--- src/rtl/decode_stage.sv ---
// RV32 decode stage: combinational decode feeding a 2-entry skid buffer (EMPTY/ONE/FULL).
// Optional macro OSIRIS_DEC_MULDIV_EN makes OP with funct7=0000001 (M extension) legal.
module decode_stage #(
  parameter int PC_W  = 32,
  parameter int CNT_W = 16
) (
  input  logic              i_clk,
  input  logic              i_rst_n,
  input  logic              i_valid,
  output logic              o_ready,
  input  logic [31:0]       i_instr,
  input  logic [PC_W-1:0]   i_pc,
  input  logic              i_flush,
  output logic              o_valid,
  input  logic              i_ready,
  output logic              o_jump,
  output logic              o_branch,
  output logic              o_reg_write,
  output logic              o_mem_write,
  output logic              o_alu_src,
  output logic              o_addr_src,
  output logic              o_fence,
  output logic              o_muldiv,
  output logic              o_illegal,
  output logic [1:0]        o_result_src,
  output logic [2:0]        o_imm_src,
  output logic [3:0]        o_alu_ctrl,
  output logic [4:0]        o_rd,
  output logic [4:0]        o_rs1,
  output logic [4:0]        o_rs2,
  output logic [PC_W-1:0]   o_pc,
  output logic [CNT_W-1:0]  o_illegal_cnt
);

  typedef enum logic [1:0] {EMPTY, ONE, FULL} state_t;

  typedef enum logic [4:0] {
    OPC_LOAD   = 5'b00000, OPC_FENCE = 5'b00011, OPC_OP_IMM = 5'b00100,
    OPC_AUIPC  = 5'b00101, OPC_STORE = 5'b01000, OPC_OP     = 5'b01100,
    OPC_LUI    = 5'b01101, OPC_BRANCH = 5'b11000, OPC_JALR  = 5'b11001,
    OPC_JAL    = 5'b11011, OPC_SYSTEM = 5'b11100
  } opcode_t;

  localparam logic [3:0] ALU_ADD = 4'b0000, ALU_SUB = 4'b0001, ALU_SLL = 4'b0010,
                         ALU_SLT = 4'b0011, ALU_SLTU = 4'b0100, ALU_XOR = 4'b0101,
                         ALU_SRL = 4'b0110, ALU_SRA = 4'b0111, ALU_OR = 4'b1000,
                         ALU_AND = 4'b1001;

  typedef struct packed {
    logic            jump, branch, reg_write, mem_write, alu_src, addr_src, fence, muldiv, illegal;
    logic [1:0]      result_src;
    logic [2:0]      imm_src;
    logic [3:0]      alu_ctrl;
    logic [4:0]      rd, rs1, rs2;
    logic [PC_W-1:0] pc;
  } bundle_t;

  state_t           state_q, state_nxt;
  bundle_t          dec, out_q, skid_q;
  logic             ready_q, in_xfer, out_xfer, load_out, load_skid, promote;
  logic [CNT_W-1:0] cnt_q;
  logic [2:0]       f3;
  logic [6:0]       f7;
  logic [3:0]       alu_f3;

  assign f3 = i_instr[14:12];
  assign f7 = i_instr[31:25];

  // Shared funct3 mapping for OP/OP-IMM; funct7[5] picks SRA here, SUB is applied for OP only.
  always_comb begin
    case (f3)
      3'b000:  alu_f3 = ALU_ADD;
      3'b001:  alu_f3 = ALU_SLL;
      3'b010:  alu_f3 = ALU_SLT;
      3'b011:  alu_f3 = ALU_SLTU;
      3'b100:  alu_f3 = ALU_XOR;
      3'b101:  alu_f3 = f7[5] ? ALU_SRA : ALU_SRL;
      3'b110:  alu_f3 = ALU_OR;
      default: alu_f3 = ALU_AND;
    endcase
  end

  always_comb begin
    // NOTE: every field gets a default before the case so no path infers a latch.
    dec     = '0;
    dec.rd  = i_instr[11:7];
    dec.rs1 = i_instr[19:15];
    dec.rs2 = i_instr[24:20];
    dec.pc  = i_pc;
    case (opcode_t'(i_instr[6:2]))
      OPC_LUI:   begin dec.reg_write = 1'b1; dec.alu_src = 1'b1; dec.imm_src = 3'b100; end
      OPC_AUIPC: begin
        dec.reg_write = 1'b1; dec.alu_src = 1'b1; dec.imm_src = 3'b100; dec.result_src = 2'b11;
      end
      OPC_JAL:   begin
        dec.jump = 1'b1; dec.reg_write = 1'b1; dec.imm_src = 3'b011; dec.result_src = 2'b10;
      end
      OPC_JALR:  begin dec.reg_write = 1'b1; dec.alu_src = 1'b1; dec.addr_src = 1'b1; end
      OPC_LOAD:  begin dec.reg_write = 1'b1; dec.alu_src = 1'b1; dec.result_src = 2'b01; end
      OPC_STORE: begin dec.mem_write = 1'b1; dec.alu_src = 1'b1; dec.imm_src = 3'b001; end
      OPC_BRANCH: begin dec.branch = 1'b1; dec.imm_src = 3'b010; dec.alu_ctrl = ALU_SUB; end
      OPC_OP_IMM: begin
        dec.reg_write = 1'b1;
        dec.alu_src   = 1'b1;
        dec.alu_ctrl  = alu_f3;
        if ((f3 == 3'b001 && f7 != 7'b0000000) ||
            (f3 == 3'b101 && f7 != 7'b0000000 && f7 != 7'b0100000))
          dec.illegal = 1'b1;
      end
      OPC_OP: begin
        dec.reg_write = 1'b1;
        if (f7 == 7'b0000000) begin
          dec.alu_ctrl = alu_f3;
        end else if (f7 == 7'b0100000) begin
          dec.alu_ctrl = (f3 == 3'b000) ? ALU_SUB : alu_f3;
          if (f3 != 3'b000 && f3 != 3'b101) dec.illegal = 1'b1;
`ifdef OSIRIS_DEC_MULDIV_EN
        end else if (f7 == 7'b0000001) begin
          dec.muldiv   = 1'b1;
          dec.alu_ctrl = {1'b0, f3};
`endif
        end else begin
          dec.illegal = 1'b1;
        end
      end
      OPC_SYSTEM: begin dec.reg_write = 1'b1; dec.alu_src = 1'b1; end
      OPC_FENCE:  dec.fence = 1'b1;
      default:    dec.illegal = 1'b1;
    endcase
    if (i_instr[1:0] != 2'b11) dec.illegal = 1'b1;
    if (dec.illegal) begin
      dec.reg_write = 1'b0; dec.mem_write = 1'b0; dec.jump   = 1'b0;
      dec.branch    = 1'b0; dec.fence     = 1'b0; dec.muldiv = 1'b0;
    end
  end

  assign in_xfer  = i_valid & ready_q & ~i_flush;
  assign out_xfer = o_valid & i_ready;

  always_ff @(posedge i_clk or negedge i_rst_n) begin
    // NOTE: non-blocking assignments so every flop samples pre-edge values.
    if (!i_rst_n) state_q <= EMPTY;
    else          state_q <= state_nxt;
  end

  always_comb begin
    state_nxt = state_q;
    if (i_flush) begin
      state_nxt = EMPTY;
    end else begin
      case (state_q)
        EMPTY:   if (in_xfer) state_nxt = ONE;
        ONE:     if (in_xfer && !out_xfer) state_nxt = FULL;
                 else if (!in_xfer && out_xfer) state_nxt = EMPTY;
        FULL:    if (out_xfer) state_nxt = ONE;
        default: state_nxt = EMPTY;
      endcase
    end
  end

  always_comb begin
    o_valid   = (state_q != EMPTY);
    load_out  = 1'b0;
    load_skid = 1'b0;
    promote   = 1'b0;
    case (state_q)
      EMPTY:   load_out = in_xfer;
      ONE:     begin load_out = in_xfer & out_xfer; load_skid = in_xfer & ~out_xfer; end
      FULL:    promote = out_xfer & ~i_flush;
      default: ;
    endcase
  end

  always_ff @(posedge i_clk or negedge i_rst_n) begin
    // NOTE: the two bundle slots are plain flops, not a RAM, so they are reset to keep outputs defined.
    if (!i_rst_n) begin
      out_q   <= '0;
      skid_q  <= '0;
      ready_q <= 1'b0;
      cnt_q   <= '0;
    end else begin
      ready_q <= (state_nxt != FULL);
      if (load_out)      out_q  <= dec;
      else if (promote)  out_q  <= skid_q;
      if (load_skid)     skid_q <= dec;
      if (in_xfer && dec.illegal && cnt_q != '1) cnt_q <= cnt_q + CNT_W'(1);
    end
  end

  assign o_ready       = ready_q;
  assign o_jump        = out_q.jump;
  assign o_branch      = out_q.branch;
  assign o_reg_write   = out_q.reg_write;
  assign o_mem_write   = out_q.mem_write;
  assign o_alu_src     = out_q.alu_src;
  assign o_addr_src    = out_q.addr_src;
  assign o_fence       = out_q.fence;
  assign o_muldiv      = out_q.muldiv;
  assign o_illegal     = out_q.illegal;
  assign o_result_src  = out_q.result_src;
  assign o_imm_src     = out_q.imm_src;
  assign o_alu_ctrl    = out_q.alu_ctrl;
  assign o_rd          = out_q.rd;
  assign o_rs1         = out_q.rs1;
  assign o_rs2         = out_q.rs2;
  assign o_pc          = out_q.pc;
  assign o_illegal_cnt = cnt_q;

endmodule

--- config.mk ---
export PLATFORM = sky130hd
export DESIGN_NAME = decode_stage
export DESIGN_NICKNAME = d
export VERILOG_FILES = /design/src/rtl/decode_stage.sv
export SDC_FILE = /design/constraint.sdc
export NUM_CORES = 1
export LEC_CHECK = 0
export ABC_CLOCK_PERIOD_IN_PS = 3500
export BUFFER_PORTS_ARGS = -buffer_cell sky130_fd_sc_hd__buf_4
export CORE_MARGIN = 5
export CORE_UTILIZATION = 40
export CTS_CLUSTER_DIAMETER = 30
export CTS_CLUSTER_SIZE = 14
export DETAILED_ROUTE_END_ITERATION = 12
export SLEW_MARGIN = 30
export SYNTH_ARGS = -nofsm -noshare
export SYNTH_HDL_FRONTEND = slang
export SYNTH_SLANG_ARGS = --single-unit
--- constraint.sdc ---
create_clock -name i_clk -period 3.5 [get_ports i_clk]
set_input_delay 0.7 -clock i_clk [delete_from_list [all_inputs] [get_ports i_clk]]
set_output_delay 0.7 -clock i_clk [all_outputs]
set_load 0.1 [all_outputs]
==> metrics.yaml <==
wire_per_inst_um: 16.1
ys_warn_count: 0
viasPerCell: 4.98
multi_input_area_um2: 2840
grt_use_total: 0.162
grt_pass1_wl_mm: 25.7
timing_worst_slew_pin_value_ns: 0.856
area_delta_synth_final_pct: 28.1
end_kind: "flip-flop"
die_x_um: 140
layout_common_cells: "153 x buf_4, 147 x dfrtp_1, 70 x nor2_1"
synth-edff-count: 0
grt_overflow: 0
syn-instance-count: 595
drt-initial-drc-count: 292
num_rows: 47
switching_share: 0.391
p_comb_frac: 0.320
cts.sinks: 147
initial_core_util: 0.406
rsz0062_at_grt: "no"
grt_max_degree: 89
antenna_found_initial: 0
critPathKind: "flip-flop to flip-flop"
io_buffers: 150
cts_hold_buf: 0
dr.pass1.iters: 4
ant_nets: 0
synth_nets: 665
ys_seq_area_frac: 0.546
ys_async_sr_fraction: 1.00
layout_commonest_cell: "buf_4"
whs_ns: 0.320
cts_max_level: 4
min_period_ns: 2.19
antennaDiodeCount: 0
p_int_uw: 3610
cp_data_arrival_time_ns: 2.50
seqCellArea_um2: 3680
cts_tree: "built"
netlist_area_um2: 6740
slew_viol_final: 0
grt_pass1_vias: 4947
power_switching_uw: 2320
drc: 0
ys_seq_elements: 147
p_per_area_nw_per_um2: 688
vdd_ir_drop_max_v: 0.000420
finalHoldViolCount: 0
fill_cells: 1500
worstRegToRegCells: 6
cp_max_fo: 13
numCtsBuffers: 17
hpwl_mm: 10.6
timing.fmax_mhz: 456
design.die.area_um2: 19500
syn_area_per_cell_um2: 11.3
placedCellCount: 934
layoutNonFillerInstCount: 966
max-clock-path-buffers: 2
clockPowerShare: 0.311
hold_path_class: "input port to asynchronous set/reset pin"
synth_flop_cell: "dfrtp_1"
p_seq_frac: 0.369
fin_skew_ns: 0.0135
leakagePower_uw: 0.00388
clkTransAtPathRegs_ns: 0.06
core-area_um2: 16600
required_ns: 3.81
maxCapViolCount: 0
placed_cell_area_um2: 8020
post_cts_buffers: 0
ios: 152
nets: 803
power.total_uw: 5940
drive_above_1_share: 0.366
status: "completed"
final_area_um2: 8630
die_h_um: 140
cts_resized: 0
startpoint_type: "flip-flop"
maxSlewHeadroom: 0.429
setup_viol: 0
place.gp.congestion: 0.853
fin_crit_sh: 0.626
clkLatencyLatePin_ns: 0.42
synth_cell_types: 50
vias: 4808
routed_wl_mm: 15.5
cts_root_buf: "clkbuf_16"
totalNegativeSetupSlack_ns: 0
==> final timing paths <==
kind	slack (ns)	to	start
min	0.32	o_illegal_cnt[4]$_DFFE_PN0P_	i_rst_n
max in group asynchronous	2.30	o_rd[4]$_DFFE_PN0P_	i_rst_n
min in group i_clk	0.46	state_q[0]$_DFF_PN0_	i_flush
min reg2reg	0.48	skid_q[56]$_DFFE_PN0P_	skid_q[56]$_DFFE_PN0P_
max reg2reg	1.31	o_illegal_cnt[1]$_DFFE_PN0P_	o_illegal_cnt[0]$_DFFE_PN0P_
max	1.31	o_illegal_cnt[1]$_DFFE_PN0P_	o_illegal_cnt[0]$_DFFE_PN0P_
==> worst max-delay path, cell delays in order (launching register included) <==
cell and delay, ns:
dfrtp_1 0.45, ha_1 0.35, nand4_1 0.20, nor4_1 0.30, nor2_1 0.11, o21ai_2 0.29, mux2_1 0.37
==> power groups by stage <==
stage / registers [uW] / clock network (uW) / logic [uW]
after floorplan: 3220 / 0 / 420
after global placement: 2210 / 0 / 1880
after detailed placement: 2220 / 0 / 1920
after CTS: 2190 / 1890 / 1920
after global routing: 2230 / 1960 / 2000
final: 2190 / 1850 / 1900
==> cell type report <==
type                    instances  area share
clock inverters                12      0.0181
flip-flops and latches        147       0.426
clock buffers                  20      0.0517
inverters                       7     0.00304
multi-input cells             403       0.329
repair buffers                157       0.141
well taps                     220      0.0319
==> logic make-up (layout without fill, tap and decap cells) <==
family	after synthesis	after routing	share of synthesized area
compound gates	100	100	0.0817
xor+xnor	17	17	0.0221
fa+ha+maj	1	1	0.00186
buf+inv	45	196	0.0377
flops	147	147	0.546
mux	119	119	0.189
other cells	1	1	0.000556
simple gates	165	165	0.121
==> synth_stat cells, types with 3 or more instances <==
master      n  area [um2]
a21oi_1    60         300
buf_2       8        40.0
buf_4       4        30.0
buf_6       8        90.1
clkbuf_1   17        63.8
dfrtp_1   147        3680
inv_1       7        26.3
mux2_2     64         721
mux2i_1    53         531
nand2_1    39         146
nand3_1    11        55.1
nand4_1     4        25.0
nor2_1     70         263
nor2b_1     3        18.8
nor3_1      5        25.0
nor3_2      7        70.1
nor4_1      5        31.3
o21ai_0    14        70.1
o21ai_1    16        80.1
xor2_1     15         131
==> through the flow <==
stage                     utilization  setup slack, ns
final                           0.521             1.31
after CTS                       0.520             1.29
after global placement          0.483            0.889
after detailed placement        0.484            0.822
after floorplan                     -            0.890
after global routing            0.521             1.14
==> flip-flops by register name, indices dropped and copies added, names as in the netlist, 3 cells and up <==
register / cells
o_rs1: 5
o_alu_ctrl: 4
o_rs2: 5
o_pc: 32
o_imm_src: 3
o_rd: 5
skid_q: 64
o_illegal_cnt: 16
==> per-layer routing <==
metal  share of wire  vias to the layer above  GRT usage
li1                -                     2334          -
met3           0.058                       14     0.0494
met1            0.43                     2340      0.210
met5               0                        -          0
met2            0.50                      120      0.264
met4           0.011                        0     0.0479
Note: power is estimated with default switching activity, not from simulation.
